<file path="src/rtl/prog_lut_eval_pkg.sv">
// Shared definitions for the programmable truth-table evaluator:
// controller state encoding and the table-depth helper.
package lut_pkg;

    typedef enum logic [1:0] {
        ST_EMPTY = 2'd0,
        ST_LOAD  = 2'd1,
        ST_RUN   = 2'd2
    } lut_state_e;

    // Number of table entries addressed by a sel_w-bit input vector.
    function automatic int unsigned lut_depth(input int unsigned sel_w);
        return 32'd1 << sel_w;
    endfunction

endpackage

</file>
<file path="src/rtl/prog_lut_eval_if.sv">
// Config / evaluate bus of prog_lut_eval. The master side drives the load
// and lookup requests, the slave side (the evaluator) answers them.
interface prog_lut_eval_if #(
    parameter int SEL_W = 3,
    parameter int OUT_W = 1
) ();
    logic             cfg_start;
    logic             cfg_valid;
    logic [OUT_W-1:0] cfg_data;
    logic             cfg_ready;
    logic             cfg_done;
    logic [OUT_W-1:0] cfg_check;
    logic             cfg_err;
    logic             eval_valid;
    logic [SEL_W-1:0] eval_sel;
    logic             eval_ready;
    logic             out_valid;
    logic [OUT_W-1:0] out_data;
    logic             busy;

    modport master (
        output cfg_start, cfg_valid, cfg_data, cfg_check, eval_valid, eval_sel,
        input  cfg_ready, cfg_done, cfg_err, eval_ready, out_valid, out_data, busy
    );

    modport slave (
        input  cfg_start, cfg_valid, cfg_data, cfg_check, eval_valid, eval_sel,
        output cfg_ready, cfg_done, cfg_err, eval_ready, out_valid, out_data, busy
    );
endinterface

</file>
<file path="src/rtl/prog_lut_eval_cfg_ctrl.sv">
// Load controller for prog_lut_eval: EMPTY/LOAD/RUN state machine, the table
// write counter and the done/error pulses.
// Optional build macro LUT_CHECK_EN adds a running XOR over the loaded words
// that must match cfg_check on the final word before the table is usable.
module lut_cfg_ctrl
    import lut_pkg::*;
#(
    parameter int SEL_W = 3,
    parameter int OUT_W = 1
) (
    input  logic             clk,
    input  logic             rst_n,
    input  logic             cfg_start,
    input  logic             cfg_valid,
    input  logic [OUT_W-1:0] cfg_data,
    input  logic [OUT_W-1:0] cfg_check,
    output logic             cfg_ready,
    output logic             cfg_done,
    output logic             cfg_err,
    output logic             busy,
    output logic             eval_ready,
    output logic             wr_en,
    output logic [SEL_W-1:0] wr_idx
);
    localparam int DEPTH = int'(lut_depth(SEL_W));
    localparam int CNT_W = SEL_W + 1;

    lut_state_e       state_q, state_d;
    logic [CNT_W-1:0] cnt_q, cnt_d;
    logic             done_q, done_d;
    logic             last_s;
    logic             wr_en_s;

`ifdef LUT_CHECK_EN
    logic [OUT_W-1:0] acc_q, acc_d;
    logic [OUT_W-1:0] sum_s;
    logic             err_q, err_d;
`else
    logic [OUT_W-1:0] cfg_check_unused_s;
    assign cfg_check_unused_s = cfg_check;
`endif

    assign last_s = (cnt_q == CNT_W'(DEPTH - 1));

    // Next-state, counter and pulse logic; cfg_start beats a same-cycle handshake.
    always_comb begin
        state_d = state_q;
        cnt_d   = cnt_q;
        done_d  = 1'b0;
        wr_en_s = 1'b0;
`ifdef LUT_CHECK_EN
        acc_d   = acc_q;
        err_d   = 1'b0;
        sum_s   = acc_q ^ cfg_data;
`endif
        case (state_q)
            ST_EMPTY, ST_RUN: begin
                if (cfg_start) begin
                    state_d = ST_LOAD;
                    cnt_d   = {CNT_W{1'b0}};
`ifdef LUT_CHECK_EN
                    acc_d   = {OUT_W{1'b0}};
`endif
                end else begin
                    state_d = state_q;
                end
            end
            ST_LOAD: begin
                if (cfg_start) begin
                    cnt_d = {CNT_W{1'b0}};
`ifdef LUT_CHECK_EN
                    acc_d = {OUT_W{1'b0}};
`endif
                end else if (cfg_valid) begin
                    wr_en_s = 1'b1;
                    cnt_d   = cnt_q + {{(CNT_W-1){1'b0}}, 1'b1};
`ifdef LUT_CHECK_EN
                    acc_d   = sum_s;
`endif
                    if (last_s) begin
`ifdef LUT_CHECK_EN
                        if (sum_s == cfg_check) begin
                            state_d = ST_RUN;
                            done_d  = 1'b1;
                        end else begin
                            state_d = ST_EMPTY;
                            err_d   = 1'b1;
                        end
`else
                        state_d = ST_RUN;
                        done_d  = 1'b1;
`endif
                    end else begin
                        state_d = ST_LOAD;
                    end
                end else begin
                    state_d = ST_LOAD;
                end
            end
            default: begin
                state_d = ST_EMPTY;
                cnt_d   = {CNT_W{1'b0}};
            end
        endcase
    end

    // Controller registers.
    always_ff @(posedge clk or negedge rst_n) begin
        if (!rst_n) begin
            state_q <= ST_EMPTY;
            cnt_q   <= {CNT_W{1'b0}};
            done_q  <= 1'b0;
`ifdef LUT_CHECK_EN
            acc_q   <= {OUT_W{1'b0}};
            err_q   <= 1'b0;
`endif
        end else begin
            state_q <= state_d;
            cnt_q   <= cnt_d;
            done_q  <= done_d;
`ifdef LUT_CHECK_EN
            acc_q   <= acc_d;
            err_q   <= err_d;
`endif
        end
    end

    assign cfg_ready  = (state_q == ST_LOAD);
    assign busy       = (state_q == ST_LOAD);
    assign eval_ready = (state_q == ST_RUN);
    assign cfg_done   = done_q;
`ifdef LUT_CHECK_EN
    assign cfg_err    = err_q;
`else
    assign cfg_err    = 1'b0;
`endif
    assign wr_en      = wr_en_s;
    assign wr_idx     = cnt_q[SEL_W-1:0];

endmodule

</file>
<file path="src/rtl/prog_lut_eval.sv">
// Programmable truth-table evaluator: a 2**SEL_W x OUT_W table loaded over the
// config handshake and looked up with a registered, one-per-cycle evaluate
// port. Bit k of every word implements Boolean function k of eval_sel.
// Optional build macro LUT_CHECK_EN enables the load checksum (see lut_cfg_ctrl).
module prog_lut_eval
    import lut_pkg::*;
#(
    parameter int SEL_W = 3,
    parameter int OUT_W = 1
) (
    input  logic           clk,
    input  logic           rst_n,
    prog_lut_eval_if.slave bus
);
    localparam int DEPTH = int'(lut_depth(SEL_W));

    logic [OUT_W-1:0] table_q [DEPTH];
    logic [OUT_W-1:0] table_d [DEPTH];
    logic             out_valid_q, out_valid_d;
    logic [OUT_W-1:0] out_data_q, out_data_d;

    logic             wr_en_s;
    logic [SEL_W-1:0] wr_idx_s;
    logic             eval_ready_s;
    logic             eval_hs_s;

    lut_cfg_ctrl #(
        .SEL_W (SEL_W),
        .OUT_W (OUT_W)
    ) u_ctrl (
        .clk        (clk),
        .rst_n      (rst_n),
        .cfg_start  (bus.cfg_start),
        .cfg_valid  (bus.cfg_valid),
        .cfg_data   (bus.cfg_data),
        .cfg_check  (bus.cfg_check),
        .cfg_ready  (bus.cfg_ready),
        .cfg_done   (bus.cfg_done),
        .cfg_err    (bus.cfg_err),
        .busy       (bus.busy),
        .eval_ready (eval_ready_s),
        .wr_en      (wr_en_s),
        .wr_idx     (wr_idx_s)
    );

    assign eval_hs_s = bus.eval_valid & eval_ready_s;

    // Table write port: one word per accepted config handshake.
    always_comb begin
        table_d = table_q;
        if (wr_en_s) begin
            table_d[wr_idx_s] = bus.cfg_data;
        end else begin
            table_d = table_q;
        end
    end

    // Lookup reads the table as it stood before this edge, so an eval that
    // coincides with cfg_start sees the pre-load contents.
    always_comb begin
        out_valid_d = eval_hs_s;
        if (eval_hs_s) begin
            out_data_d = table_q[bus.eval_sel];
        end else begin
            out_data_d = out_data_q;
        end
    end

    // Table storage and result register.
    always_ff @(posedge clk or negedge rst_n) begin
        if (!rst_n) begin
            for (int i = 0; i < DEPTH; i++) begin
                table_q[i] <= {OUT_W{1'b0}};
            end
            out_valid_q <= 1'b0;
            out_data_q  <= {OUT_W{1'b0}};
        end else begin
            table_q     <= table_d;
            out_valid_q <= out_valid_d;
            out_data_q  <= out_data_d;
        end
    end

    assign bus.eval_ready = eval_ready_s;
    assign bus.out_valid  = out_valid_q;
    assign bus.out_data   = out_data_q;

endmodule

</file>
<file path="src/flat_wrapper.sv">
// flat-port wrapper written by rule: the top's interface ports become plain ports
module prog_lut_eval_flat import lut_pkg::*;
#(
    parameter int SEL_W = 3,
    parameter int OUT_W = 1
)
  (clk, rst_n, bus_cfg_start, bus_cfg_valid, bus_cfg_data, bus_cfg_check, bus_eval_valid, bus_eval_sel, bus_cfg_ready, bus_cfg_done, bus_cfg_err, bus_eval_ready, bus_out_valid, bus_out_data, bus_busy);
  prog_lut_eval_if #(.SEL_W(SEL_W), .OUT_W(OUT_W)) bus_i ();
  input  logic clk;
  input  logic rst_n;
  input wire logic [$bits(bus_i.cfg_start)-1:0] bus_cfg_start;
  input wire logic [$bits(bus_i.cfg_valid)-1:0] bus_cfg_valid;
  input wire logic [$bits(bus_i.cfg_data)-1:0] bus_cfg_data;
  input wire logic [$bits(bus_i.cfg_check)-1:0] bus_cfg_check;
  input wire logic [$bits(bus_i.eval_valid)-1:0] bus_eval_valid;
  input wire logic [$bits(bus_i.eval_sel)-1:0] bus_eval_sel;
  output wire logic [$bits(bus_i.cfg_ready)-1:0] bus_cfg_ready;
  output wire logic [$bits(bus_i.cfg_done)-1:0] bus_cfg_done;
  output wire logic [$bits(bus_i.cfg_err)-1:0] bus_cfg_err;
  output wire logic [$bits(bus_i.eval_ready)-1:0] bus_eval_ready;
  output wire logic [$bits(bus_i.out_valid)-1:0] bus_out_valid;
  output wire logic [$bits(bus_i.out_data)-1:0] bus_out_data;
  output wire logic [$bits(bus_i.busy)-1:0] bus_busy;
  assign bus_i.cfg_start = bus_cfg_start;
  assign bus_i.cfg_valid = bus_cfg_valid;
  assign bus_i.cfg_data = bus_cfg_data;
  assign bus_i.cfg_check = bus_cfg_check;
  assign bus_i.eval_valid = bus_eval_valid;
  assign bus_i.eval_sel = bus_eval_sel;
  assign bus_cfg_ready = bus_i.cfg_ready;
  assign bus_cfg_done = bus_i.cfg_done;
  assign bus_cfg_err = bus_i.cfg_err;
  assign bus_eval_ready = bus_i.eval_ready;
  assign bus_out_valid = bus_i.out_valid;
  assign bus_out_data = bus_i.out_data;
  assign bus_busy = bus_i.busy;
  prog_lut_eval #(.SEL_W(SEL_W), .OUT_W(OUT_W)) u_core (.clk(clk), .rst_n(rst_n), .bus(bus_i));
endmodule
</file>
<file path="config.mk">
export PLATFORM = sky130hd
export DESIGN_NAME = prog_lut_eval_flat
export DESIGN_NICKNAME = d
export VERILOG_FILES = /design/src/rtl/prog_lut_eval_pkg.sv /design/src/rtl/prog_lut_eval_if.sv /design/src/rtl/prog_lut_eval_cfg_ctrl.sv /design/src/rtl/prog_lut_eval.sv /design/src/flat_wrapper.sv
export SDC_FILE = /design/constraint.sdc
export NUM_CORES = 1
export LEC_CHECK = 0
export CAP_MARGIN = 10
export CORE_AREA = 2 2 59 61
export CTS_CLUSTER_DIAMETER = 50
export DETAILED_ROUTE_END_ITERATION = 6
export DIE_AREA = 0 0 61 63
export GPL_ROUTABILITY_DRIVEN = 1
export MAX_ROUTING_LAYER = met4
export SYNTH_ARGS = -nofsm -noshare
export SYNTH_HDL_FRONTEND = slang
export SYNTH_HIERARCHICAL = 1
export SYNTH_SLANG_ARGS = --single-unit
</file>
<file path="constraint.sdc">
create_clock -name clk -period 1.8 [get_ports clk]
set_input_delay 0.27 -clock clk [delete_from_list [all_inputs] [get_ports clk]]
set_output_delay 0.27 -clock clk [all_outputs]
set_load 0.05 [all_outputs]
</file>
Word-level counts from Yosys, hierarchy flattened
Cells that the tools add are included.

operators by class
  add/subtract/negate cells = 1
  $lt $le $gt $ge = 3
  equal/unequal tests = 6
  multiplexer cells = 22
  bitwise logic cells = 3
  reduce and logical (&&, ||, !) cells = 5

operator list
  operator                                                                      count
  4-bit 2-to-1 mux                                                              3
  1-bit 2-to-1 mux                                                              10
  8-bit bitwise mux                                                             1
  4-bit greater-or-equal comparator, second input constant                      2
  2-bit 2-to-1 mux                                                              4
  3-bit inverter with 4-bit output                                              2
  4-bit case mux with 2 select lines                                            1
  4-bit by 1-bit adder with 4-bit output, second input constant                 1
  4-bit by 3-bit == test with 1-bit output, second input constant               1
  4-bit by 1-bit less-than comparator with 1-bit output, second input constant  1
  2-bit != test, second input constant                                          2
  2-bit case mux with 2 select lines                                            1
  2-bit AND reduction                                                           2
  1-bit binary-select mux with 3-bit select                                     1
  1-bit demux with 3-bit select                                                 1
  3-bit != test, second input constant                                          1
  2-bit by 1-bit == test with 1-bit output, second input constant               1
  2-bit == test, second input constant                                          1
  2-bit logical NOT                                                             1
  2-bit OR reduction                                                            1
  1-bit bitwise AND                                                             1
  1-bit logical AND                                                             1

word-level totals
  register bits after elaboration = 17
  output and inout port bits = 7
  word-level logic and storage cells = 53

Longest topological paths before layout
  depth after elaboration = 6
  gate-level depth with buffers = 5

Hierarchy
Netlist, hierarchy kept.

modules (own cells, without submodules)
  module         times used  cells each  area an instance (µm²)  sequential area each (µm²)
  prog_lut_eval  1           39          500.5                   250.2
  lut_cfg_ctrl   1           43          409.1                   175.2

Worst setup path after synthesis
Ideal clock, no wire load.

  path kind = reg-to-reg
  start point = register u_core.u_ctrl.state_q[1]
  end point = register u_core/table_q[3] (netlist name)
  library setup time = 0.125 ns
  arrival = 1.729 ns
  data required time = 1.675 ns
  setup slack = -0.054 ns
  cell stages (with the launch flop) = 6
  buffers on the path = 0
  clock period less this slack = 1.854 ns
  path through = dfrtp_1 nand2b_2 nor3b_1 nand2b_1 nor3b_1 mux2_2

on the way
  word-level cells in the longest chain between the ends = 2

ends and longest elaborated chain
  what                                      line                           text
  start: declaration                        prog_lut_eval_cfg_ctrl.sv:28   lut_state_e state_q, state_d;
  start signal: assignment                  prog_lut_eval_cfg_ctrl.sv:118  state_q <= state_d;
  2-bit by 1-bit == test with 1-bit output  prog_lut_eval_cfg_ctrl.sv:56   case (state_q)
  1-bit 2-to-1 mux                          prog_lut_eval_cfg_ctrl.sv:56
  via u_core.wr_en_s                        prog_lut_eval.sv:22            logic wr_en_s;
  end signal: indexed assignment            prog_lut_eval.sv:73            table_q[i] <= {OUT_W{1'b0}};
  end signal: assignment                    prog_lut_eval.sv:78            table_q <= table_d;
  end: declaration                          prog_lut_eval.sv:17            logic [OUT_W-1:0] table_q [DEPTH];

The timed path passes the listed nets, and every way through them passes these cells.
A chain may end at the register's enable or synchronous reset.

Worst setup path in the final report
  start point = register u_core.out_data_q (netlist: u_core/bus.out_data)
  end point = output bus_out_data

RTL lines
  what                      line                 text
  start: declaration        prog_lut_eval.sv:20  logic [OUT_W-1:0] out_data_q, out_data_d;
  start signal: assignment  prog_lut_eval.sv:76  out_data_q <= {OUT_W{1'b0}};
  start signal: assignment  prog_lut_eval.sv:80  out_data_q <= out_data_d;
  end: declaration          flat_wrapper.sv:22   output wire logic [$bits(bus_i.out_data)-1:0] bus_out_data;

No word-level cell between the ends.

==> key figures <==
Status
  – Outcome: complete, no violations

Clock network
  – CTS root buf: clkbuf_4
  – CTS tree: built
  – Worst-path clk slew: about 0.1 ns
  – Clock latency on the worst-skew pair: 0.28 ns
  – CTS max path bufs: 2
  – H-tree Lvls: 1
  – Hold Buf Count CTS: 0
  – Post-CTS sizing: 0
  – Post-CTS setup buffer count: 0
  – TritonCTS Sinks: 17
  – Clock buffer count from CTS: 3

Setup path
  – Reg2Reg Depth: 5
  – Worst Setup SP: u_core/bus.out_data$_DFFE_PN0P_
  – Cell family with most CP delay: buffers and inverters
  – Critical R2R Launch: u_core/u_ctrl/state_q[1]$_DFFE_PN0P_
  – Critical-path cell list: clkdlybuf4s50_1
  – Critical path depth: 1
  – CP endpoint kind: output port
  – Critical path class: reg2out
  – CP Launch Type: register
  – Reg-to-reg slack, setup: 0.11 ns
  – CP required: around 1.5 ns
  – Worst reg2reg endpoint: u_core/table_q[5]$_DFFE_PN0P_
  – Max incr delay on CP: ~0.80 ns
  – CP Buf/Inv Count: 1
  – Crit path DAT: 1.43 ns
  – Max Fanout on Critical Path: 2
  – Slowest stage cell, crit path: clkdlybuf4s50_1
  – CP Capture Point: bus_out_data

Die
  – Die height: about 63 µm
  – Die area: between 0.003 and 0.004 mm²
  – FP Rows: 21
  – Starting Density: roughly 28%
  – IO Pins: 17
  – Die X: between 60 and 70 µm
  – Core area: between 0.003 and 0.004 mm²

Place
  – Routability cong.: ~0.75
  – I/O Buffers: 14
  – Cell total after placement: roughly 140
  – Hpwl dp: about 1300 µm
  – Placement-stage cell area: around 0.0011 mm²

Power and ir drop
  – Design Power: about 0.75 mW
  – Max IR drop VDD: between 0.15 and 0.2 mV
  – Leak Pwr: roughly 0.51 nW
  – Pwr Density: between 600 and 700 mW/mm²

Synthesis
  – Synth Flop Type: dfrtp_1
  – Synth Register Bits: 17
  – Mux share of post-synthesis cell area: roughly 18%
  – Post-Synth Simple-Gate Area: between 20% and 30%
  – Combinational family with the most area after synthesis: simple AND/OR/NAND/NOR gates
  – Mapped cell area: around 900 µm²
  – Yosys warnings: 6
  – Post-synthesis area per instance: around 11 µm²
  – Compound-cell area share of the yosys netlist: under 10%
  – Seq/Total Area, Yosys: 46.8%
  – Synth async-reset ratio: 100%
  – Post-Synth XOR/XNOR Area: 0%
  – Post-Syn Nets: between 90 and 100
  – Cell variety after synth: 30
  – Synthesized instance count: between 80 and 90
  – Number of synthesized flops with an enable pin: 0
  – Post-Synth Adder-Cell Area: under 10%

GRT
  – Pin count of the biggest net entering global routing: 18
  – GRT Total Usage: 10.6%
  – Global-route wire length before repair: just under 3000 µm
  – GRT Max-Usage Layer: met2
  – GRT met3 Usage: around 1.9%
  – Number of global-route vias before repair: approximately 630
  – Initial antenna violation count: 0
  – M1 GR Usage: between 10% and 20%
  – Met2 usage: 14.8%
  – Gr ovfl total: 0

Timing
  – Peak Freq: between 0.5 and 0.6 GHz
  – Final Hold Viols: 0
  – Part of the cycle the worst path needs: between 90 and 100%
  – Worst clock skew: around 0.0053 ns
  – RSZ-0062 raised after global routing: false
  – Setup violators final: 0
  – Hold_ws: roughly 0.30 ns
  – Setup Total Neg Slack: 0 ns
  – Min Tclk post-route: between 1.5 and 2 ns
  – Max Slew Vio Count: 0

Cells and area
  – P&R area growth vs syn: 28.5%
  – Nets: 112
  – Post-route cell area: around 0.0012 mm²
  – Number of diodes: 0
  – Fill cells: around 340
  – Fin cells: 146
  – Fraction of layout cells with a size suffix above 1: about a quarter

Routing
  – Final ANT Viol Nets: 0
  – Drt first pass iters: 6
  – Drt wl/cell: roughly 12 µm
  – Final wirelength: 1740 µm
  – Routed vias/inst: between 4 and 5
  – # DRC: 0
  – Vias: around 670
  – Initial DRC Count: 37

Min path
  – Worst hold path type: in2async

Run
  – Max Cap Viol: 0
-- how the worst min path moves through the flow --
stage	startpoint	endpoint	slack [ns]	depth (start not counted)
after floorplan	rst_n	u_core/bus.out_data$_DFFE_PN0P_	-0.03	0
after global placement	u_core/bus.out_data$_DFFE_PN0P_	u_core/bus.out_data$_DFFE_PN0P_	0.46	2
after detailed placement	u_core/bus.out_data$_DFFE_PN0P_	u_core/bus.out_data$_DFFE_PN0P_	0.46	2
after CTS	rst_n	u_core/table_q[6]$_DFFE_PN0P_	0.29	2
after global routing	rst_n	u_core/u_ctrl/cnt_q[2]$_DFFE_PN0P_	0.30	2
final	rst_n	u_core/u_ctrl/cnt_q[2]$_DFFE_PN0P_	0.30	2
-- power by group --
group / internal (mW) / total (mW) / switching (mW)
Combinational: 0.0678 / 0.115 / 0.0473
Sequential: 0.414 / 0.438 / 0.0237
Clock: 0.0860 / 0.198 / 0.112
-- through the flow --
| step | utilization (%) | worst slack (ns) |
|---|---|---|
| floorplan | - | 0.0889 |
| global placement | 35.3 | -0.0435 |
| detailed placement | 35.3 | -0.0679 |
| CTS | 36.2 | 0.0786 |
| global route | 36.2 | 0.0276 |
| finish | 36.2 | 0.0965 |
-- sequential cells by signal, summed over array words and instances, names as in the netlist --
| name | flops |
|---|---|
| u_core/table_q | 8 |
| u_core/u_ctrl/cfg_done | 1 |
| u_core/bus.out_data | 1 |
| u_core/u_ctrl/cnt_q | 4 |
| u_core/bus.out_valid | 1 |
| u_core/u_ctrl/state_q | 2 |
-- cell families (layout without fill, tap and decap cells) --
logic type	after synthesis	count (layout)
fa+ha+maj	1	1
mux	14	14
buf+inv	9	27
compound gates	9	9
flops	17	17
other cells	1	1
simple gates	31	31
-- cell usage after synthesis (all sizes together) (2+ instances only) --
library cell | n | area (µm²)
nor3b | 3 | 22.5
nand2 | 6 | 22.5
mux2i | 5 | 50.1
buf | 6 | 48.8
dfrtp | 17 | 425
nand4b | 3 | 26.3
nand3b | 2 | 15.0
o21ai | 2 | 13.8
a31oi | 2 | 12.5
nand2b | 4 | 27.5
a21oi | 2 | 10.0
inv | 2 | 7.51
nor2 | 4 | 15.0
mux2 | 8 | 90.1
nand4 | 2 | 12.5
nor3 | 3 | 15.0
or3 | 2 | 12.5
-- routing by layer --
layer / routed length, µm / vias to the layer above
met2: 847 / 21
met3: 72 / 2
li1: - / 323
met5: 0 / -
met1: 796 / 322
met4: 22 / 0
-- layout by cell type (no fill, tap or decap) --
cell type and n:
clkdlybuf4s50_1 11, clkbuf_1 1, a21oi_1 2, a31oi_1 2, o21ai_2 1, mux2_2 6
conb_1 1, nor3b_2 1, nor2b_1 1, mux2_1 2, a32oi_1 1, ha_1 1
nand4_1 2, o21ba_2 1, and2b_1 1, nand2_1 6, o21ai_0 1, nand2b_1 3
clkbuf_4 3, nor3_1 3, nand4b_1 3, nand3b_1 2, inv_1 2, o31ai_1 1
nor2_1 4, buf_12 3, or3_1 2, dfrtp_1 17, nand2b_2 1, nor3b_1 2
mux4_2 1, buf_4 7, mux2i_1 5
-- area by class of cell --
cell class | instances | area (µm²) | share of cell area (%)
repair buffers | 21 | 223 | 19.1
inverters | 2 | 7.51 | 0.642
clock buffers | 4 | 26.3 | 2.25
multi-input cells | 56 | 429 | 36.7
flip-flops and latches | 17 | 425 | 36.4
well taps | 46 | 57.6 | 4.93
No activity file was read; power rests on OpenSTA's default activity.
==> RTL edit (same settings) <==
`SEL_W` is set to 3 in 4 places; all go to 5.
--- a/src/rtl/prog_lut_eval_if.sv
+++ b/src/rtl/prog_lut_eval_if.sv
@@ -1,7 +1,7 @@
 // Config / evaluate bus of prog_lut_eval. The master side drives the load
 // and lookup requests, the slave side (the evaluator) answers them.
 interface prog_lut_eval_if #(
-    parameter int SEL_W = 3,
+    parameter int SEL_W = 5,
     parameter int OUT_W = 1
 ) ();
     logic             cfg_start;
--- a/src/rtl/prog_lut_eval_cfg_ctrl.sv
+++ b/src/rtl/prog_lut_eval_cfg_ctrl.sv
@@ -5,7 +5,7 @@
 module lut_cfg_ctrl
     import lut_pkg::*;
 #(
-    parameter int SEL_W = 3,
+    parameter int SEL_W = 5,
     parameter int OUT_W = 1
 ) (
     input  logic             clk,
--- a/src/rtl/prog_lut_eval.sv
+++ b/src/rtl/prog_lut_eval.sv
@@ -5,7 +5,7 @@
 module prog_lut_eval
     import lut_pkg::*;
 #(
-    parameter int SEL_W = 3,
+    parameter int SEL_W = 5,
     parameter int OUT_W = 1
 ) (
     input  logic           clk,
--- a/src/flat_wrapper.sv
+++ b/src/flat_wrapper.sv
@@ -1,7 +1,7 @@
 // flat-port wrapper written by rule: the top's interface ports become plain ports
 module prog_lut_eval_flat import lut_pkg::*;
 #(
-    parameter int SEL_W = 3,
+    parameter int SEL_W = 5,
     parameter int OUT_W = 1
 )
   (clk, rst_n, bus_cfg_start, bus_cfg_valid, bus_cfg_data, bus_cfg_check, bus_eval_valid, bus_eval_sel, bus_cfg_ready, bus_cfg_done, bus_cfg_err, bus_eval_ready, bus_out_valid, bus_out_data, bus_busy);
Interface: changed (resized bus_eval_sel); port bits go from 17 to 19. The function was not compared with the original's and may differ.
==> RTL edit against the original RTL <==
Synthesized area increased to 2.6 times the old value. Routed wire length increased to 3.0 times the old value. Setup slack got worse by 0.055 ns. Highest routed layer unchanged. Cell area increased by 140%. Largest power group unchanged. Total power increased by 150%. Die area unchanged. Sequential cell count increased by 26.
==> RTL edit: results (changes against the original RTL) <==
stage,metric,value,unit,change
logic_synthesis,Compound-Gate Fraction of Synth Area,0.0717,,+0.00292
setup_path,crit path launch,u_core/u_ctrl/state_q[1]$_DFFE_PN0P_,,
cells_and_area,layout cell share with drive strength beyond 1,0.320,,+0.0802
global_routing,Total GRT Usage,0.302,,+0.196
placement,number of port buffers,16,,+2
global_routing,pin count of the biggest net entering global routing,44,,+26
logic_synthesis,Synth top cells by count,"43 x dfrtp_1, 31 x mux2_2, 26 x nand2_1",,
power,Worst VDD drop,0.000530,V,+240%
power,Leak,1.33,nW,+160%
sta,Setup Skew,0.00868,ns,+0.00336 ns
setup_path,crit-path max FO,4,,+2
placement,gpl congestion,0.978,,+30%
cells_and_area,Nets,265,,+140%
logic_synthesis,mux contribution to synthesized area,0.227,,+0.0480
drt,WL/cell,17.5,um,+47%
drt,DRT Wirelength,5.24,mm,+200%
hold_path,hold crit path type,input port to async pin,,
setup_path,FF-to-FF End,u_core/table_q[3]$_DFFE_PN0P_,,
placement,DP Wirelength,3.62,mm,+180%
logic_synthesis,"Seq/Total Area, Yosys",0.460,,-0.00754
drt,initial DRC count,136,,+270%
logic_synthesis,top post-synthesis cells by area,"dfrtp_1 46%, mux2_2 15%, mux2i_1 7.3%, nand2_1 4.2%, nor2_1 3.5%",,
drt,Vias/cell,6.16,,+35%
setup_path,Worst Path Arrival,2.02,ns,+0.59 ns
placement,dpl cells,290,,+100%
sta,PnR worst setup slack,0.0414,ns,-0.0551 ns
setup_path,critical path class,register to register,,
setup_path,reg2reg path depth,6,,+1
cells_and_area,top flop regs,"u_core/table_q (32), u_core/u_ctrl/cnt_q (6), u_core/u_ctrl/state_q (2)",,
global_routing,vias in the first global route,1806,,+190%
logic_synthesis,Yosys cell types,36,,+20%
drt,DR pass1 iterations,4,,-2
clock_network,Inserted Clock Buffers,5,,+2
placement,"worst slack, placed",-0.254,ns,-0.186 ns
setup_path,Worst path slowest cell,or3b_4,,
clock_network,post-CTS setup buffers,0,,unchanged
status,status,finished clean,,
clock_network,Clock Latency Late Sink,0.36,ns,+0.08 ns
clock_network,CTS clock-pin slew for the worst setup and hold paths,0.13,ns,+0.03 ns
sta,Fin Hold WS,0.501,ns,+0.204 ns
logic_synthesis,fraction of the mapped netlist area in adder cells,0.00535,,-0.00840
setup_path,critical path's largest stage delay,0.42,ns,-0.38 ns
RTL edit: where the power goes:
group	leakage, nW	switching (mW)	total, mW	internal [mW]
registers	0.586	0.0265	1.02	0.996
clock network	0.0452	0.322	0.614	0.292
logic	0.701	0.108	0.213	0.106
total	1.33	0.456	1.85	1.39
RTL edit: layout make-up:
| type | instances | area (um2) |
|---|---|---|
| multi-input cells | 161 | 1220 |
| repair buffers | 36 | 354 |
| clock buffers | 5 | 37.5 |
| clock inverters | 3 | 43.8 |
| inverters | 5 | 18.8 |
| fillers | 180 | 425 |
| well taps | 46 | 57.6 |
| flip-flops and latches | 43 | 1080 |
RTL edit: through the flow:
| stage | total power [mW] | cell area [um2] |
|---|---|---|
| 2_1_floorplan | 1.15 | 2360 |
| 3_3_place_gp | 1.23 | 2660 |
| 3_5_place_dp | 1.24 | 2660 |
| 4_1_cts | 1.85 | 2750 |
| 5_1_grt | 1.94 | 2810 |
| 6_report | 1.85 | 2810 |
RTL edit: repair_timing:
action,CTS,global route
endpoints found under the hold margin,43,0
endpoints found under the setup margin,5,19
hold buffers,1,0
pin swaps,0,6
gates resized for setup,4,16
RTL edit: kinds of logic (layout without fill, tap and decap cells):
kind of cell | count (synthesis) | after routing
mux | 49 | 49
buf+inv | 18 | 49
flops | 43 | 43
compound gates | 26 | 26
simple gates | 84 | 84
other cells | 1 | 1
fa+ha+maj | 1 | 1
RTL edit: worst max-delay path: cells and delay by family (launching register included):
kind / cells / cell delay, ns
muxes: 1 / 0.31
and+or+nand+nor: 5 / 0.93
DFF: 1 / 0.40
RTL edit: layer usage:
metal | track usage | share of wire | vias to the layer above
li1 | - | - | 839
met1 | 0.373 | 0.41 | 913
met2 | 0.481 | 0.50 | 72
met3 | 0.0642 | 0.054 | 19
met4 | 0.111 | 0.032 | 0
met5 | - | 0 | -
